File: config.mk
export PLATFORM = sky130hd
export DESIGN_NAME = row_accumulator
export DESIGN_NICKNAME = d
export VERILOG_FILES = /design/src/rtl/row_accumulator.sv
export SDC_FILE = /design/constraint.sdc
export NUM_CORES = 1
export LEC_CHECK = 0
export BUFFER_PORTS_ARGS = -buffer_cell sky130_fd_sc_hd__buf_2
export CAP_MARGIN = 40
export CORE_ASPECT_RATIO = 1.2
export CORE_UTILIZATION = 51
export DETAILED_ROUTE_END_ITERATION = 6
export PLACE_DENSITY = 0.8
export SETUP_SLACK_MARGIN = 0.3
export SLEW_MARGIN = 10
export SYNTH_ARGS = -nofsm -noshare
export SYNTH_HDL_FRONTEND = slang
export SYNTH_SLANG_ARGS = --single-unit
File: constraint.sdc
create_clock -name clk -period 2.8 [get_ports clk]
set_input_delay 0.28 -clock clk [delete_from_list [all_inputs] [get_ports clk]]
set_output_delay 0.28 -clock clk [all_outputs]
set_load 0.01 [all_outputs]
File: src/rtl/row_accumulator.sv
// Row accumulator: per-channel product drain that sums each CSR row into
// one signed dot product and presents it on a valid/read handshake.
//
// Ports (channel i occupies slice i of every packed bus):
//   clk, rst              clock, synchronous active-high reset
//   mult / _empty / _read FWFT product FIFO, 2*val_bits signed per channel
//   len  / _empty / _read FWFT row-length FIFO, len_bits unsigned per channel
//   res / res_valid       row sum (acc_bits signed) and its valid flag
//   res_read              consumer accepts res for that channel
module row_accumulator #(
  parameter int channel_num = 4,
  parameter int val_bits    = 16,
  parameter int len_bits    = 8,
  parameter int acc_bits    = 40
) (
  input  logic                            clk,
  input  logic                            rst,
  input  logic [val_bits*2*channel_num-1:0] mult,
  input  logic [channel_num-1:0]          mult_fifo_empty,
  output logic [channel_num-1:0]          mult_fifo_read,
  input  logic [len_bits*channel_num-1:0] len,
  input  logic [channel_num-1:0]          len_fifo_empty,
  output logic [channel_num-1:0]          len_fifo_read,
  output logic [acc_bits*channel_num-1:0] res,
  output logic [channel_num-1:0]          res_valid,
  input  logic [channel_num-1:0]          res_read
);

  localparam int PW = 2 * val_bits;

  typedef enum logic [1:0] {
    S_IDLE = 2'd0,
    S_ACC  = 2'd1,
    S_DONE = 2'd2
  } state_t;

  for (genvar g = 0; g < channel_num; g++) begin : g_ch
    state_t                r_state;
    state_t                w_next;
    logic [acc_bits-1:0]   r_acc;
    logic [len_bits-1:0]   r_cnt;
    logic                  w_len_rd;
    logic                  w_mult_rd;
    logic signed [PW-1:0]  w_prod;
    logic [acc_bits-1:0]   w_ext;
    logic [len_bits-1:0]   w_len;

    assign w_prod = mult[g*PW +: PW];
    assign w_len  = len[g*len_bits +: len_bits];
    // signed size cast replicates the product's sign bit
    assign w_ext  = acc_bits'(w_prod);

    always_comb begin
      w_next    = r_state;
      w_len_rd  = 1'b0;
      w_mult_rd = 1'b0;
      unique case (r_state)
        S_IDLE: begin
          if (!len_fifo_empty[g]) begin
            w_len_rd = 1'b1;
            w_next   = (w_len == '0) ? S_DONE : S_ACC;
          end
        end
        S_ACC: begin
          if (!mult_fifo_empty[g]) begin
            w_mult_rd = 1'b1;
            if (r_cnt == len_bits'(1)) w_next = S_DONE;
          end
        end
        S_DONE: begin
          if (res_read[g]) w_next = S_IDLE;
        end
        default: w_next = S_IDLE;
      endcase
      // a pop during reset would drop an entry the FSM never sees
      if (rst) begin
        w_len_rd  = 1'b0;
        w_mult_rd = 1'b0;
      end
    end

    always_ff @(posedge clk) begin
      if (rst) begin
        r_state <= S_IDLE;
        r_acc   <= '0;
        r_cnt   <= '0;
      end else begin
        r_state <= w_next;
        if (w_len_rd) begin
          r_acc <= '0;
          r_cnt <= w_len;
        end else if (w_mult_rd) begin
          r_acc <= r_acc + w_ext;
          r_cnt <= r_cnt - 1'b1;
        end
      end
    end

    assign mult_fifo_read[g]            = w_mult_rd;
    assign len_fifo_read[g]             = w_len_rd;
    assign res_valid[g]                 = (r_state == S_DONE);
    assign res[g*acc_bits +: acc_bits]  = r_acc;
  end

endmodule

## After elaboration in Yosys (flattened, before gate mapping)

Cells that the tools add are included.

| word-level totals | value |
|---|---|
| memories | 0 |
| input port bits | 174 |
| word-level logic and storage cells | 124 |
| ROM bits | 0 |
| flip-flop bits (word level) | 200 |
| output and inout bits | 172 |
| bits in latches | 0 |
| RAM bits | 0 |

| cells by class | value |
|---|---|
| reductions and logical operators | 20 |
| $lt $le $gt $ge | 0 |
| div/mod/pow operators | 0 |
| add/subtract/negate cells | 8 |
| shift operators | 0 |
| bitwise operators | 0 |
| muxes and demuxes | 56 |
| multiply operators | 0 |
| eq/ne operators | 28 |

Operators by type and width:

| cell | number |
|---|---|
| $add A40 B40 Y40 | 4 |
| $mux W8 | 8 |
| $mux W2 | 20 |
| $eq A8 B1 Y1 const B | 4 |
| $logic_not A8 Y1 | 4 |
| $sub A8 B1 Y8 const B | 4 |
| $mux W1 | 24 |
| $ne A2 B2 Y1 const B | 12 |
| $pmux W2 S3 | 4 |
| $reduce_and A4 Y1 | 4 |
| $eq A2 B1 Y1 const B | 4 |
| $eq A2 B2 Y1 const B | 4 |
| $logic_not A2 Y1 | 4 |
| $ne A2 B1 Y1 const B | 4 |
| $reduce_bool A2 Y1 | 4 |
| $reduce_or A2 Y1 | 4 |

## Depth between registers and ports, before layout

Gate-level depths: netlist of run 1.

| depth | value |
|---|---|
| word-level depth | 5 |
| gate-level depth with buffers | 12 |
| gate-level depth less buffers | 12 |

## Least setup slack after synthesis of run 1

OpenSTA, ideal clock, no wires.

| timing | value |
|---|---|
| path type | register to register |
| start point | register g_ch[0].r_acc[0] |
| end point | register g_ch[0].r_acc[36] |
| data arrival time | 2909 ps |
| clock period less this slack | 3026 ps |
| setup slack | -226 ps |
| stages on the path, launching flop included | 13 |
| required time | 2683 ps |
| setup time | 117 ps |
| path buffers | 0 |
| cells stage by stage | dfxtp_1 ha_1 fa_1 a21oi_1 o21ai_1 a221oi_2 o21ai_1 a211o_1 a41o_1 a311oi_2 o21bai_1 xor2_1 a22o_1 |

| on the way | value |
|---|---|
| longest elaborated chain between the ends | 1 |

Ends and longest elaborated chain:

| item | RTL line | text |
|---|---|---|
| start: declaration | 40 | `logic [acc_bits-1:0] r_acc;` |
| start signal: assignment | 93 | `r_acc <= r_acc + w_ext;` |
| $add A40 B40 Y40 | 93 |  |

No other way between the ends.
A chain may end at the register's enable or synchronous reset.

## Final worst setup path of run 1

| timing | value |
|---|---|
| start point | register g_ch[0].r_acc[23] |
| end point | register g_ch[0].r_acc[37] |

The elaborated chain is that of the path after synthesis.

==> impl_metrics.json, run 1 <==
{
  "reg2reg_slack_ps": -180,
  "ys_ff_latch": 200,
  "cp.arrival_ps": 3320,
  "stdcell_count": 2980,
  "worstReg2RegStart": "g_ch[0].r_acc[23]$_SDFFE_PP0P_",
  "drc_errors": 0,
  "cts_tree": "done",
  "fin_skew_ps": 19.6,
  "wl_um": 54700,
  "worst_slack_ps": -178,
  "r2r-end": "g_ch[0].r_acc[37]$_SDFFE_PP0P_",
  "synth_cells": 2082,
  "cts_buffers": 17,
  "synth.most_common_cell": "nand2_1",
  "fin_nets": 2908,
  "r2r_cells": 9,
  "synthesis.nets": 2424,
  "vias_per_cell": 6.13,
  "async_flop_share_pct": 0,
  "synth_top_family_by_area": "compound AO/OA/AOI/OAI gates",
  "grt_overflow_total": 0,
  "dp.cells": 2855,
  "grt_setup_unrepaired": "yes",
  "critPathKind": "reg2reg",
  "yosys.area.top_type": "dfxtp_1",
  "insertion_delay_ps": 460,
  "clock_sinks": 200,
  "setup_violations": 11,
  "antenna_found_initial": 9,
  "multi_input_area_mm2": 0.0130,
  "grt_max_degree": 46,
  "area_growth_syn_to_layout_pct": 39.0,
  "placed_cell_area_mm2": 0.0190,
  "outcome": "finished with violations",
  "end_kind": "flop",
  "violations": "setup timing",
  "max_clock_freq_mhz": 336,
  "rows": 70,
  "grt_pass1_vias": 17519,
  "grt_first_pass_wirelength_um": 82600,
  "fill_cells": 2192,
  "hp-start": "len[8]",
  "yosys_most_used_dff": "dfxtp_1",
  "ys_types": 80,
  "min_path_cells": 3,
  "core_mm2": 0.0305,
  "yosysWarnings": 0,
  "routed-via-count": 18263,
  "critPathRequiredTime_ps": 3140,
  "worst-slew-pin-transition_ps": 814,
  "muxShareOfSynthArea_pct": 0.127,
  "die_area_mm2": 0.0317,
  "seqCellArea_mm2": 0.00405,
  "synth.avg_cell_area_um2": 7.59,
  "io_buffers": 345,
  "peakVddDrop_mv": 0.317,
  "drtIter0Drc": 1426,
  "wl_per_cell_um": 18.4,
  "clockBufferDepth": 2,
  "synth.area.top_cells": "dfxtp_1 (25%), ha_1 (13%), a21oi_1 (9.4%), nand2_1 (7.3%), xnor2_1 (5.2%)",
  "synth_simple_gate_area_share_pct": 20.1,
  "hp-class": "in2reg",
  "fin_crit_ps": 2980,
  "whs_ps": 75.3,
  "finalCritPeriodShare_pct": 106,
  "syn-cell-area_mm2": 0.0158,
  "max_slew_margin_pct": 45.5,
  "pin_count": 346,
  "die_height_um": 195,
  "ys_top_cells_by_count": "nand2_1 (308), a21oi_1 (297), dfxtp_1 (200)",
  "h-tree-depth": 4,
  "first_pass_iters": 7,
  "place_congestion": 0.962,
  "synthAdderAreaFrac_pct": 13.5,
  "min_delay_worst_endpoint": "g_ch[1].r_cnt[0]$_SDFFE_PP0P_",
  "synth_edf_count": 0,
  "yosysSeqAreaShare_pct": 25.3,
  "synth-xor-area-share_pct": 7.93,
  "start_util_pct": 51.8,
  "worstPathMaxFanout": 4,
  "die_w_um": 163,
  "final_util_pct": 72.1,
  "ant_nets": 0,
  "synth_top_area_share_pct": 25.3,
  "final_design_area_no_fill_mm2": 0.0220,
  "startpoint_type": "flop",
  "place_ws_ps": -350,
  "path_clk_slew_ps": 90,
  "synth-compound-area-share_pct": 29.0,
  "root_buffer": "clkbuf_16",
  "leakage_nw": 10.1,
  "p_per_area_mw_per_mm2": 396,
  "max-cap-violations": 0,
  "place_hpwl_um": 37000,
  "drive_gt1_share_pct": 35.0,
  "grt.total_usage_pct": 31.5,
  "finalHoldViolCount": 0,
  "timing.final.max_slew_violations": 0
}
[report_power, final]
group	leakage, nW	internal (W)	switching (W)
logic	8.20	0.00127	0.00171
clock network	0.275	0.00122	0.00130
registers	1.64	0.00302	0.000177
total	10.1	0.00551	0.00319
[sequential cells by signal, indices dropped and copies added, names as in the netlist]
register      count
g_ch.r_acc      160
g_ch.r_state      8
g_ch.r_cnt       32
[worst max path at each step]
stage / endpoint / depth (start not counted) / from
6_report: g_ch[0].r_acc[37]$_SDFFE_PP0P_ / 9 / g_ch[0].r_acc[23]$_SDFFE_PP0P_
4_1_cts: g_ch[0].r_acc[36]$_SDFFE_PP0P_ / 12 / g_ch[0].r_acc[0]$_SDFFE_PP0P_
3_3_place_gp: g_ch[1].r_acc[38]$_SDFFE_PP0P_ / 12 / mult[32]
5_1_grt: g_ch[0].r_acc[36]$_SDFFE_PP0P_ / 12 / g_ch[0].r_acc[0]$_SDFFE_PP0P_
3_5_place_dp: g_ch[1].r_acc[38]$_SDFFE_PP0P_ / 12 / mult[32]
2_1_floorplan: g_ch[1].r_acc[38]$_SDFFE_PP0P_ / 11 / g_ch[1].r_acc[0]$_SDFFE_PP0P_
[worst max-delay path: stages, from the launching register on]
cell      delay, ps
dfxtp_1         330
ha_1            360
a21o_1          230
a21o_1          200
a31oi_1         380
o21bai_1        190
a221oi_2        400
a21oi_4         100
or4_1           410
a32o_2          280
[cells in the final DEF (no fill, tap or decap), types with 45 or more instances in the layout]
cell type / n
nand2_1: 301
buf_4: 179
buf_6: 51
inv_1: 47
buf_2: 345
nand3_1: 45
nor2_1: 137
ha_1: 115
xor2_1: 49
dfxtp_1: 170
xnor2_1: 75
ha_4: 45
a21oi_2: 52
o21ai_0: 51
a21oi_1: 238
a21o_1: 91
[stage by stage]
| stage | power, W | TNS, ps |
|---|---|---|
| 3_5_place_dp | 0.00578 | -2820 |
| 3_3_place_gp | 0.00570 | -1800 |
| 5_1_grt | 0.00910 | -2910 |
| 4_1_cts | 0.00844 | -668 |
| 6_report | 0.00869 | -1200 |
| 2_1_floorplan | 0.00492 | -285 |
[kinds of logic after synthesis]
| family | Yosys count |
|---|---|
| AOI/OAI and AO/OA | 714 |
| buffers and inverters | 158 |
| and+or+nand+nor | 697 |
| adders and majority gates | 168 |
| xor gates and xnor gates | 143 |
| DFF | 200 |
| muxes | 2 |
[layout make-up]
cell class,instances,area share [%]
clock inverter,13,0.513
antenna,5,0.0570
timing repair buffer,576,16.7
clock buffer,19,2.06
tap,396,2.26
inverter,47,0.803
sequential,200,18.4
multi-input combinational,1724,59.2
[per-layer routing]
metal / track usage (%) / up-vias / wire, um
li1: - / 8562 / -
met1: 34.8 / 8670 / 21100
met2: 55.9 / 807 / 27000
met3: 6.94 / 218 / 3940
met4: 16.8 / 6 / 2600
met5: 0 / - / 34
[repair_timing]
item | in CTS | in global routing
hold buffers | 0 | 0
pin swaps | 97 | 116
setup buffers | 54 | 34
resized for setup | 174 | 176
setup endpoints to repair | 68 | 86
Note: power is estimated with default switching activity, not from simulation.
==> run 2: changes to the inputs <==
==> constraint.sdc (replaced) <==
create_clock -name clk -period 2.8 [get_ports clk]
set_input_delay 0.56 -clock clk [delete_from_list [all_inputs] [get_ports clk]]
set_output_delay 0.56 -clock clk [all_outputs]
set_load 0.01 [all_outputs]
==> run 2 against run 1 <==
The flow still finishes with violations (setup timing); design area up 3.9%; fmax down 3.3%; total power up 1.6%; die area unchanged; utilization up 2.8 points; worst hold slack better by 290 ps; routed wire length up 5.4%; clock-buffer cell count up 1; global-route usage up 1.1 points; sequential share of layout area down 0.71 points; critical path type unchanged.
==> impl_metrics.json, run 2 (same netlist as run 1, synthesis figures left out) <==
{
  "grt_first_pass_wirelength_um": 85100,
  "antenna_found_initial": 20,
  "max_slew_margin_pct": 35.7,
  "die_w_um": 163,
  "fin_crit_ps": 3080,
  "final_util_pct": 74.8,
  "routed-via-count": 18868,
  "clock_sinks": 200,
  "io_buffers": 345,
  "setup_violations": 14,
  "drive_gt1_share_pct": 37.7,
  "h-tree-depth": 4,
  "drtIter0Drc": 1576,
  "die_area_mm2": 0.0317,
  "ant_nets": 0,
  "critPathKind": "reg2reg",
  "cp.arrival_ps": 3430,
  "rows": 70,
  "grt_pass1_vias": 18121,
  "final_cell_mix": "buf_2 (345), nand2_1 (299), buf_4 (296)",
  "worst-slew-pin-transition_ps": 960,
  "grt_setup_unrepaired": "yes",
  "max_clock_freq_mhz": 325,
  "place_hpwl_um": 39000,
  "core_mm2": 0.0305,
  "hp-start": "len[1]",
  "timing.final.max_slew_violations": 0,
  "worstPathMaxFanout": 3,
  "stdcell_count": 3099,
  "whs_ps": 364,
  "grt.total_usage_pct": 32.6,
  "root_buffer": "clkbuf_16",
  "grt_max_degree": 66,
  "first_pass_iters": 7,
  "area_growth_syn_to_layout_pct": 44.4,
  "largest_reg_flops": 160,
  "tns_ps": -1920,
  "regMostFlops": "g_ch.r_acc",
  "startpoint_type": "flop",
  "place_congestion": 0.941,
  "worst_slack_ps": -279,
  "fin_nets": 3021,
  "finalHoldViolCount": 0,
  "finalCritPeriodShare_pct": 110,
  "pin_count": 346,
  "timing.critical_path.from": "g_ch[1].r_acc[0]$_SDFFE_PP0P_",
  "worstReg2RegStart": "g_ch[1].r_acc[0]$_SDFFE_PP0P_",
  "p_per_area_mw_per_mm2": 387,
  "fin_skew_ps": 16.2,
  "dp.cells": 2981,
  "die_height_um": 195,
  "violations": "setup timing",
  "cts_tree": "done",
  "grt_overflow_total": 0,
  "drc_errors": 0,
  "end_kind": "flop",
  "clockBufferDepth": 2,
  "postCtsHoldBufs": 0,
  "insertion_delay_ps": 460,
  "wl_per_cell_um": 18.6,
  "wl_um": 57600,
  "start_util_pct": 51.8,
  "hp-class": "in2reg",
  "critPathRequiredTime_ps": 3150,
  "outcome": "finished with violations",
  "peakVddDrop_mv": 0.287,
  "leakage_nw": 10.6,
  "cts_buffers": 17,
  "place_ws_ps": -553,
  "top_regs": "g_ch.r_acc (160), g_ch.r_cnt (32), g_ch.r_state (8)",
  "max-cap-violations": 0,
  "path_clk_slew_ps": 80,
  "final_common_cell": "buf_2",
  "vias_per_cell": 6.09
}
==> run 2: cell count changes in the layout (fill, tap and decap cells not counted), sizes merged <==
cell	previous run	this run
clkbuf	19	20
diode	5	11
buf	576	689
clkinvlp	2	1
==> run 2: through the flow <==
stage          cell area, um^2  total power, W
5_1_grt                  22800         0.00923
3_3_place_gp             20400         0.00592
4_1_cts                  21700         0.00858
3_5_place_dp             20400         0.00600
2_1_floorplan            16600         0.00499
6_report                 22800         0.00883
==> run 2: layer usage <==
metal	vias to the layer above	GRT usage [%]	share of wire [%]	wire length [um]
met4	18	16.9	5.1	2940
met2	921	58.5	50	28700
met5	-	0	0.18	105
met3	267	7.30	7.8	4490
li1	8773	-	-	-
met1	8889	35.4	37	21400
==> run 2: path summary, 6_finish.rpt <==
check	cells after the start	slack, ps	end
worst max-delay path	11	-280	g_ch[1].r_acc[38]$_SDFFE_PP0P_
worst min-delay path	3	360	g_ch[0].r_cnt[1]$_SDFFE_PP0P_
worst max register to register	11	-280	g_ch[1].r_acc[38]$_SDFFE_PP0P_
worst min register to register	2	470	g_ch[0].r_cnt[5]$_SDFFE_PP0P_
==> run 2: cell type report <==
type,count,area [um^2]
antenna,11,27.5
clock buffer,20,467
clock inverter,12,106
fill,2110,7670
inverter,47,176
multi-input combinational,1724,13000
sequential,200,4040
tap,396,495
timing repair buffer,689,4500
==> run 2: timing repair <==
item,CTS,global route
buffers inserted,40,35
resized for setup,113,174
pin swaps,77,107
setup endpoints to repair,72,93
==> run 2: power breakdown <==
group	total (W)	internal, W	switching [W]
clock	0.00250	0.00124	0.00126
sequential	0.00320	0.00302	0.000179
combinational	0.00314	0.00138	0.00176
total	0.00883	0.00563	0.00320
==> run 2: critical path, cell delays in order, from the launching register on <==
cell and delay, ps:
dfxtp_2 340, ha_4 160, fa_2 360, a21o_1 210
a221o_1 340, o211ai_1 290, a21oi_2 130, a221o_1 380
o41ai_4 290, o21ai_1 140, xor2_1 170, a22o_1 170
